<file path="config.mk">
export PLATFORM = sky130hd
export DESIGN_NAME = pc_redirect_unit
export DESIGN_NICKNAME = d
export VERILOG_FILES = /design/src/rtl/pc_redirect_unit_pkg.sv /design/src/rtl/pc_redirect_unit_sat_counter16.sv /design/src/rtl/pc_redirect_unit.sv
export SDC_FILE = /design/constraint.sdc
export NUM_CORES = 1
export LEC_CHECK = 0
export CAP_MARGIN = 20
export CORE_MARGIN = 2
export CORE_UTILIZATION = 47
export DETAILED_ROUTE_END_ITERATION = 16
export GPL_TIMING_DRIVEN = 0
export PLACE_DENSITY_LB_ADDON = 0.12
export SYNTH_ARGS = -nofsm -noshare
export SYNTH_HDL_FRONTEND = slang
export SYNTH_SLANG_ARGS = --single-unit
</file>
<file path="constraint.sdc">
create_clock -name clk -period 7.9 [get_ports clk]
set_input_delay 2.37 -clock clk [delete_from_list [all_inputs] [get_ports clk]]
set_output_delay 2.37 -clock clk [all_outputs]
set_load 0.02 [all_outputs]
</file>
<file path="src/rtl/pc_redirect_unit_pkg.sv">
// rtl/pc_redirect_unit_pkg.sv - next-PC select encodings, FSM states and helpers for the PC redirect unit
package pc_redirect_unit_pkg;

    typedef enum logic [1:0] {
        PC_NO_BRANCH = 2'b00,
        PC_BRANCH    = 2'b01,
        PC_JALR      = 2'b10,
        PC_RESERVED  = 2'b11
    } pc_sel_e;

    typedef enum logic [1:0] {
        ST_BOOT = 2'b00,
        ST_RUN  = 2'b01,
        ST_TRAP = 2'b10
    } pc_state_e;

    localparam logic [31:0] PC_STEP = 32'd4;

    // Only BRANCH and JALR request a redirect; the reserved code is treated as NO_BRANCH.
    function automatic logic is_redirect_sel(input logic [1:0] sel);
        return (sel == PC_BRANCH) || (sel == PC_JALR);
    endfunction

    function automatic logic [31:0] select_target(input logic [1:0]  sel,
                                                  input logic [31:0] br_tgt,
                                                  input logic [31:0] jalr_tgt);
        return (sel == PC_JALR) ? {jalr_tgt[31:1], 1'b0} : br_tgt;
    endfunction

endpackage

</file>
<file path="src/rtl/pc_redirect_unit_sat_counter16.sv">
// rtl/pc_redirect_unit_sat_counter16.sv - 16-bit up counter that sticks at all-ones
module sat_counter16 (
    input  logic        clk,
    input  logic        rst_n,
    input  logic        inc,
    output logic [15:0] count
);

    logic [15:0] count_q;
    logic [15:0] count_d;

    always_comb begin
        count_d = count_q;
        if (inc && (count_q != 16'hFFFF)) begin
            count_d = count_q + 16'd1;
        end
    end

    always_ff @(posedge clk or negedge rst_n) begin
        if (!rst_n) begin
            count_q <= 16'h0000;
        end else begin
            count_q <= count_d;
        end
    end

    assign count = count_q;

endmodule

</file>
<file path="src/rtl/pc_redirect_unit.sv">
// rtl/pc_redirect_unit.sv - fetch PC sequencer with branch/JALR redirect, pipeline flush and misaligned-target trap
module pc_redirect_unit
    import pc_redirect_unit_pkg::*;
#(
    parameter logic [31:0] RESET_VECTOR = 32'h0000_0000,
    parameter logic [31:0] TRAP_VECTOR  = 32'h0000_0100
) (
    input  logic        clk,
    input  logic        rst_n,
    input  logic [1:0]  pc_mux_ctrl,
    input  logic        ex_valid,
    input  logic [31:0] br_target,
    input  logic [31:0] jalr_target,
    input  logic        stall,
    input  logic        if_ready,
    input  logic        trap_ack,
    output logic [31:0] pc,
    output logic        if_valid,
    output logic        flush_if_id,
    output logic        flush_id_ex,
    output logic        misalign_exc,
    output logic [15:0] redirect_cnt
);

    pc_state_e   state_q, state_d;
    logic [31:0] pc_q, pc_d;
    logic        if_valid_q, if_valid_d;
    logic        misalign_q, misalign_d;

    logic        redirect;
    logic        misaligned;
    logic        cnt_inc;
    logic [31:0] target;

    always_comb begin
        target     = select_target(pc_mux_ctrl, br_target, jalr_target);
        redirect   = (state_q == ST_RUN) && ex_valid && is_redirect_sel(pc_mux_ctrl);
        misaligned = target[1];
        cnt_inc    = redirect && !misaligned;

        state_d    = state_q;
        pc_d       = pc_q;
        misalign_d = misalign_q;

        case (state_q)
            ST_BOOT: begin
                state_d = ST_RUN;
            end
            ST_RUN: begin
                // A redirect wins over stall and over an outstanding fetch.
                if (redirect) begin
                    if (misaligned) begin
                        pc_d       = TRAP_VECTOR;
                        misalign_d = 1'b1;
                        state_d    = ST_TRAP;
                    end else begin
                        pc_d = target;
                    end
                end else if (if_valid_q && if_ready && !stall) begin
                    pc_d = pc_q + PC_STEP;
                end
            end
            ST_TRAP: begin
                if (trap_ack) begin
                    state_d    = ST_RUN;
                    misalign_d = 1'b0;
                end
            end
            default: begin
                state_d = ST_BOOT;
            end
        endcase

        if_valid_d = (state_d == ST_RUN);
    end

    always_ff @(posedge clk or negedge rst_n) begin
        if (!rst_n) begin
            state_q    <= ST_BOOT;
            pc_q       <= RESET_VECTOR;
            if_valid_q <= 1'b0;
            misalign_q <= 1'b0;
        end else begin
            state_q    <= state_d;
            pc_q       <= pc_d;
            if_valid_q <= if_valid_d;
            misalign_q <= misalign_d;
        end
    end

    sat_counter16 u_redirect_cnt (
        .clk   (clk),
        .rst_n (rst_n),
        .inc   (cnt_inc),
        .count (redirect_cnt)
    );

    assign pc           = pc_q;
    assign if_valid     = if_valid_q;
    assign misalign_exc = misalign_q;
    // Flushes are decided in the same cycle the EX stage resolves the redirect.
    assign flush_if_id  = redirect;
    assign flush_id_ex  = redirect;

endmodule
</file>
== Word-level counts from Yosys, hierarchy flattened ==
Cells that the tools add are included.
Operators by class
  eq/ne operators: 9
  multiplexer cells: 12
  add/subtract/negate cells: 2
  reductions and logical operators: 14
Operators with widths (count)
  2-to-1 mux 32 bit: 4
  adder 32 x 3 -> 32 bit, second input constant: 1
  adder 16 x 1 -> 16 bit, second input constant: 1
  != test 16 bit, second input constant: 1
  == test 2 x 1 -> 1 bit, second input constant: 3
  logical AND 1 bit: 6
  2-to-1 mux 2 bit: 3
  != test 2 bit, second input constant: 3
  one-hot mux 2 bit (3 select lines): 1
  == test 2 bit, second input constant: 2
  AND reduction 4 bit: 1
  nonzero test 2 bit: 2
  2-to-1 mux 1 bit: 3
  zero test 1 bit: 2
  zero test 2 bit: 1
  one-hot mux 1 bit (2 select lines): 1
  AND reduction 2 bit: 1
  logical OR 1 bit: 1
Word-level totals
  register bits: 52

== Depth between registers and ports, before layout ==
  depth after elaboration: 6
  depth in mapped cells: 9
  mapped depth without buffers: 8

== Modules after synthesis ==
A second synthesis with hierarchy kept.
Unflattened totals
  cells, all modules: 317
  area, all modules: 3156.8 µm²
By module, submodules not included
  pc_redirect_unit: cells each 245, seq. area each 875.8 µm², times used 1, area each 2297.2 µm²
  sat_counter16: cells each 72, seq. area each 400.4 µm², times used 1, area each 859.6 µm²

== Worst setup path after synthesis ==
OpenSTA, ideal clock, no wires.
  kind: input-to-output
  start point: in pc_mux_ctrl[0]
  end point: out flush_if_id
  stages: 7
  arrival time: 3.840 ns
  path slack: 1.690 ns
  buffers on the path: 3
  cell sequence: inv_1 > ha_1 > nand4bb_1 > inv_1 > buf_2 > buf_1 > buf_4
On the way
  longest elaborated chain between the ends: 3
  elaborated cells between the ends (all ways): 4
  those cells by class: eq/ne (2); reduce/logical (2)
Ends and longest elaborated chain
  from (decl): RTL line pc_redirect_unit.sv:10  | input logic [1:0] pc_mux_ctrl,
  == test 2 x 1 -> 1 bit / == test 2 bit (equally long branches): RTL line pc_redirect_unit_pkg.sv:21  | return (sel == PC_BRANCH) || (sel == PC_JALR);
  logical OR 1 bit (*): RTL line pc_redirect_unit_pkg.sv:21
  logical AND 1 bit (*): RTL line pc_redirect_unit.sv:37  | redirect = (state_q == ST_RUN) && ex_valid && is_redirect_sel(pc_mux_ctrl);
  to (decl): RTL line pc_redirect_unit.sv:19  | output logic flush_if_id,
Every way passes the cells marked *; elsewhere a longest branch is shown, timed or not.

== Worst setup path after layout ==
Ends and elaborated chain as after synthesis.

==> impl_metrics.py <==
metrics = {
    "worst_setup_path": {
        "crit_buf_inv": 7,
        "worstSetupEndpointType": "output pin",
        "path_delay_family": "buffers and inverters",
        "r2r-end": "pc[31]",
        "crit_chain": "clkdlybuf4s50_1, inv_1, ha_1, nand4bb_1, inv_1, buf_2, buf_1, buf_4, clkdlybuf4s50_1",
        "r2r-start": "pc[8]",
        "reg2regPathDepth": 5,
        "crit_path_max_incr_delay_ns": 0.59,
        "cp.arrival_ns": 5.07,
        "r2r_setup_slack_ns": 5.67,
        "crit_path_start_kind": "primary input",
        "critPathMaxFanout": 11,
        "crit_type": "primary input to output pin",
        "cpMaxStageDelayCell": "clkdlybuf4s50_1",
        "worstPathRequired_ns": 5.53,
    },
    "grt": {
        "antenna_found_initial": 0,
        "grt_max_degree": 36,
        "grt_pass1_wl_um": 14700,
        "track_usage": 0.254,
        "grt_overflow": 0,
        "grt_pass1_vias": 3006,
    },
    "place": {
        "io_buffers": 121,
        "gp_congestion": 0.907,
        "dp_hpwl_um": 6700,
    },
    "clock_network": {
        "cts_setup_buffers": 0,
        "clockRootBuffer": "clkbuf_8",
        "path_clk_slew_ns": 0.09,
        "cts_resized": 0,
        "cts_hold_repair.buffers": 0,
        "cts_buffers": 5,
        "htree_levels": 2,
        "cts_tree": "built",
        "cts.sinks": 51,
        "clk_path_buf_depth": 2,
        "clk_latency_ns": 0.31,
    },
    "die": {
        "rows": 29,
        "start_util": 0.486,
        "dieArea_um2": 7190,
        "die_y_um": 84.8,
        "fp.dieW_um": 84.8,
        "coreArea_um2": 6310,
        "io_pins": 124,
    },
    "sta": {
        "slew_headroom": 0.496,
        "period_needed_ns": 7.44,
        "min_period_over_period": 0.942,
        "hold_viol": 0,
        "setup_viol": 0,
        "fin_skew_ns": 0.00399,
        "slew_viol_final": 0,
        "fmax_ghz": 0.134,
        "fin_setup_tns_ns": 0,
        "worst_pin_slew_ns": 0.756,
        "rsz0062_at_grt": "no",
    },
    "worst_hold_path": {
        "min_path_type": "flip-flop to flip-flop",
        "holdPathEnd": "pc[0]",
        "holdPathStages": 2,
        "min_from": "pc[0]",
    },
    "run_status": {
        "status": "complete, no violations",
    },
    "synth": {
        "synth_warnings": 0,
        "syn_area_um2": 3070,
        "synth_top_cell_area_share": 0.416,
        "yosysSeqAreaShare": 0.416,
        "synth_nets": 389,
        "syn-instance-count": 314,
        "async_flop_share": 1.00,
        "synth_seq_cells": 51,
        "yosysUniqueCellTypes": 48,
        "postSynthAreaPerCell_um2": 9.77,
        "synth_edf_count": 0,
        "synth_ff_type": "dfrtp_1",
        "yosys-top-cells-area": "dfrtp_1, mux2i_1, xnor2_1",
        "yosysTopAreaCell": "dfrtp_1",
    },
    "power": {
        "pwr_density_cell_nw_per_um2": 224,
        "ir_drop_uv": 143,
        "p_leak_nw": 1.75,
    },
    "layout": {
        "layout_commonest_cell": "clkdlybuf4s50_1",
        "antenna_cells": 0,
        "mostFrequentLayoutCells": "clkdlybuf4s50_1, dfrtp_1, nand2_1, mux2i_1, xnor2_1",
        "syn2layout_area_growth_pct": 47.4,
        "nFillCells": 494,
        "layout.nets": 518,
        "drive_gt1_frac": 0.0698,
        "utilization": 0.716,
    },
    "routing": {
        "vias": 2975,
        "firstDrtPassIters": 4,
        "wl_um": 8850,
        "ant_nets": 0,
        "first_iter_violations": 286,
        "wl_per_cell_um": 17.0,
        "drc": 0,
        "post_drt_via_cell_ratio": 5.71,
    },
    "run": {
        "drv_cap": 0,
    },
}
tightest hold or removal path, stage by stage (launching register included):
cell	delay, ns
dfrtp_1	0.36
nand2_1	0.05
nand2_1	0.05
final cells by class:
class	count	area [um2]	share of cell area
Buffer	15	68.8	0.0152
Timing Repair Buffer	122	1230	0.271
Tap cell	77	96.3	0.0213
Sequential cell	51	1280	0.282
Clock buffer	6	72.6	0.0160
Inverter	7	26.3	0.00581
Clock inverter	2	60.1	0.0133
Multi-Input combinational cell	241	1700	0.375
state kept, by name, summed over array words and instances, names as in the netlist:
register	count
u_redirect_cnt.count	16
misalign_exc	1
if_valid	1
state_q	2
pc	31
how the worst max path moves through the flow:
| stage | start | end | slack (ns) | depth (start not counted) |
|---|---|---|---|---|
| after floorplan | pc_mux_ctrl[0] | flush_if_id | 1.69 | 7 |
| after global placement | pc_mux_ctrl[0] | flush_if_id | 0.50 | 9 |
| after detailed placement | pc_mux_ctrl[0] | flush_if_id | 0.48 | 9 |
| after CTS | pc_mux_ctrl[0] | flush_if_id | 0.49 | 9 |
| after global routing | pc_mux_ctrl[0] | flush_if_id | 0.31 | 9 |
| final | pc_mux_ctrl[0] | flush_if_id | 0.46 | 9 |
stage by stage:
stage               setup WS [ns]  std cells  hold WS [ns]  cell area [um2]  power [mW]
detailed placement          0.482        513         0.462             4390       0.800
floorplan                    1.69        314         0.462             3070       0.593
CTS                         0.485        521         0.484             4520        1.02
global route                0.311        521         0.518             4520        1.07
finish                      0.457        521         0.487             4520        1.01
global placement            0.497        512         0.451             4380       0.788
kinds of logic after synthesis:
group	after synthesis	share of synthesized area
buffers and inverters	22	0.0310
other	1	0.00122
adders and majority gates	3	0.0122
xor gates and xnor gates	35	0.0999
AOI/OAI and AO/OA	51	0.108
muxes	34	0.114
DFF	51	0.416
and+or+nand+nor	117	0.217
report_power, final:
| part | total [mW] | internal [mW] | switching (mW) | leakage [nW] |
|---|---|---|---|---|
| logic | 0.393 | 0.207 | 0.186 | 1.04 |
| clock network | 0.218 | 0.127 | 0.0911 | 0.0654 |
| registers | 0.404 | 0.320 | 0.0839 | 0.652 |
synthesized netlist by cell type, types with 2 or more instances:
cell / count
dfrtp_1: 51
nand2_1: 29
mux2i_1: 26
xnor2_1: 26
o22ai_1: 22
nand4_1: 16
nor2_1: 15
nand3_1: 11
nor3_1: 9
xor2_1: 9
a21oi_1: 8
mux2_2: 8
and2_1: 7
and3_1: 7
clkbuf_1: 7
inv_1: 7
o21ai_0: 6
a2bb2oi_1: 4
buf_2: 4
a31oi_1: 3
ha_1: 3
nand3b_1: 3
nor4_1: 3
and4_1: 2
and4bb_2: 2
buf_1: 2
buf_4: 2
nor2b_1: 2
layer usage:
metal | global-route usage | up-vias | routed length (um)
li1 | - | 1405 | -
met1 | 0.335 | 1430 | 3770
met2 | 0.412 | 128 | 4190
met3 | 0.0629 | 12 | 741
met4 | 0.0823 | 0 | 147
met5 | 0 | - | 0
(Power assumes the default switching activity.)
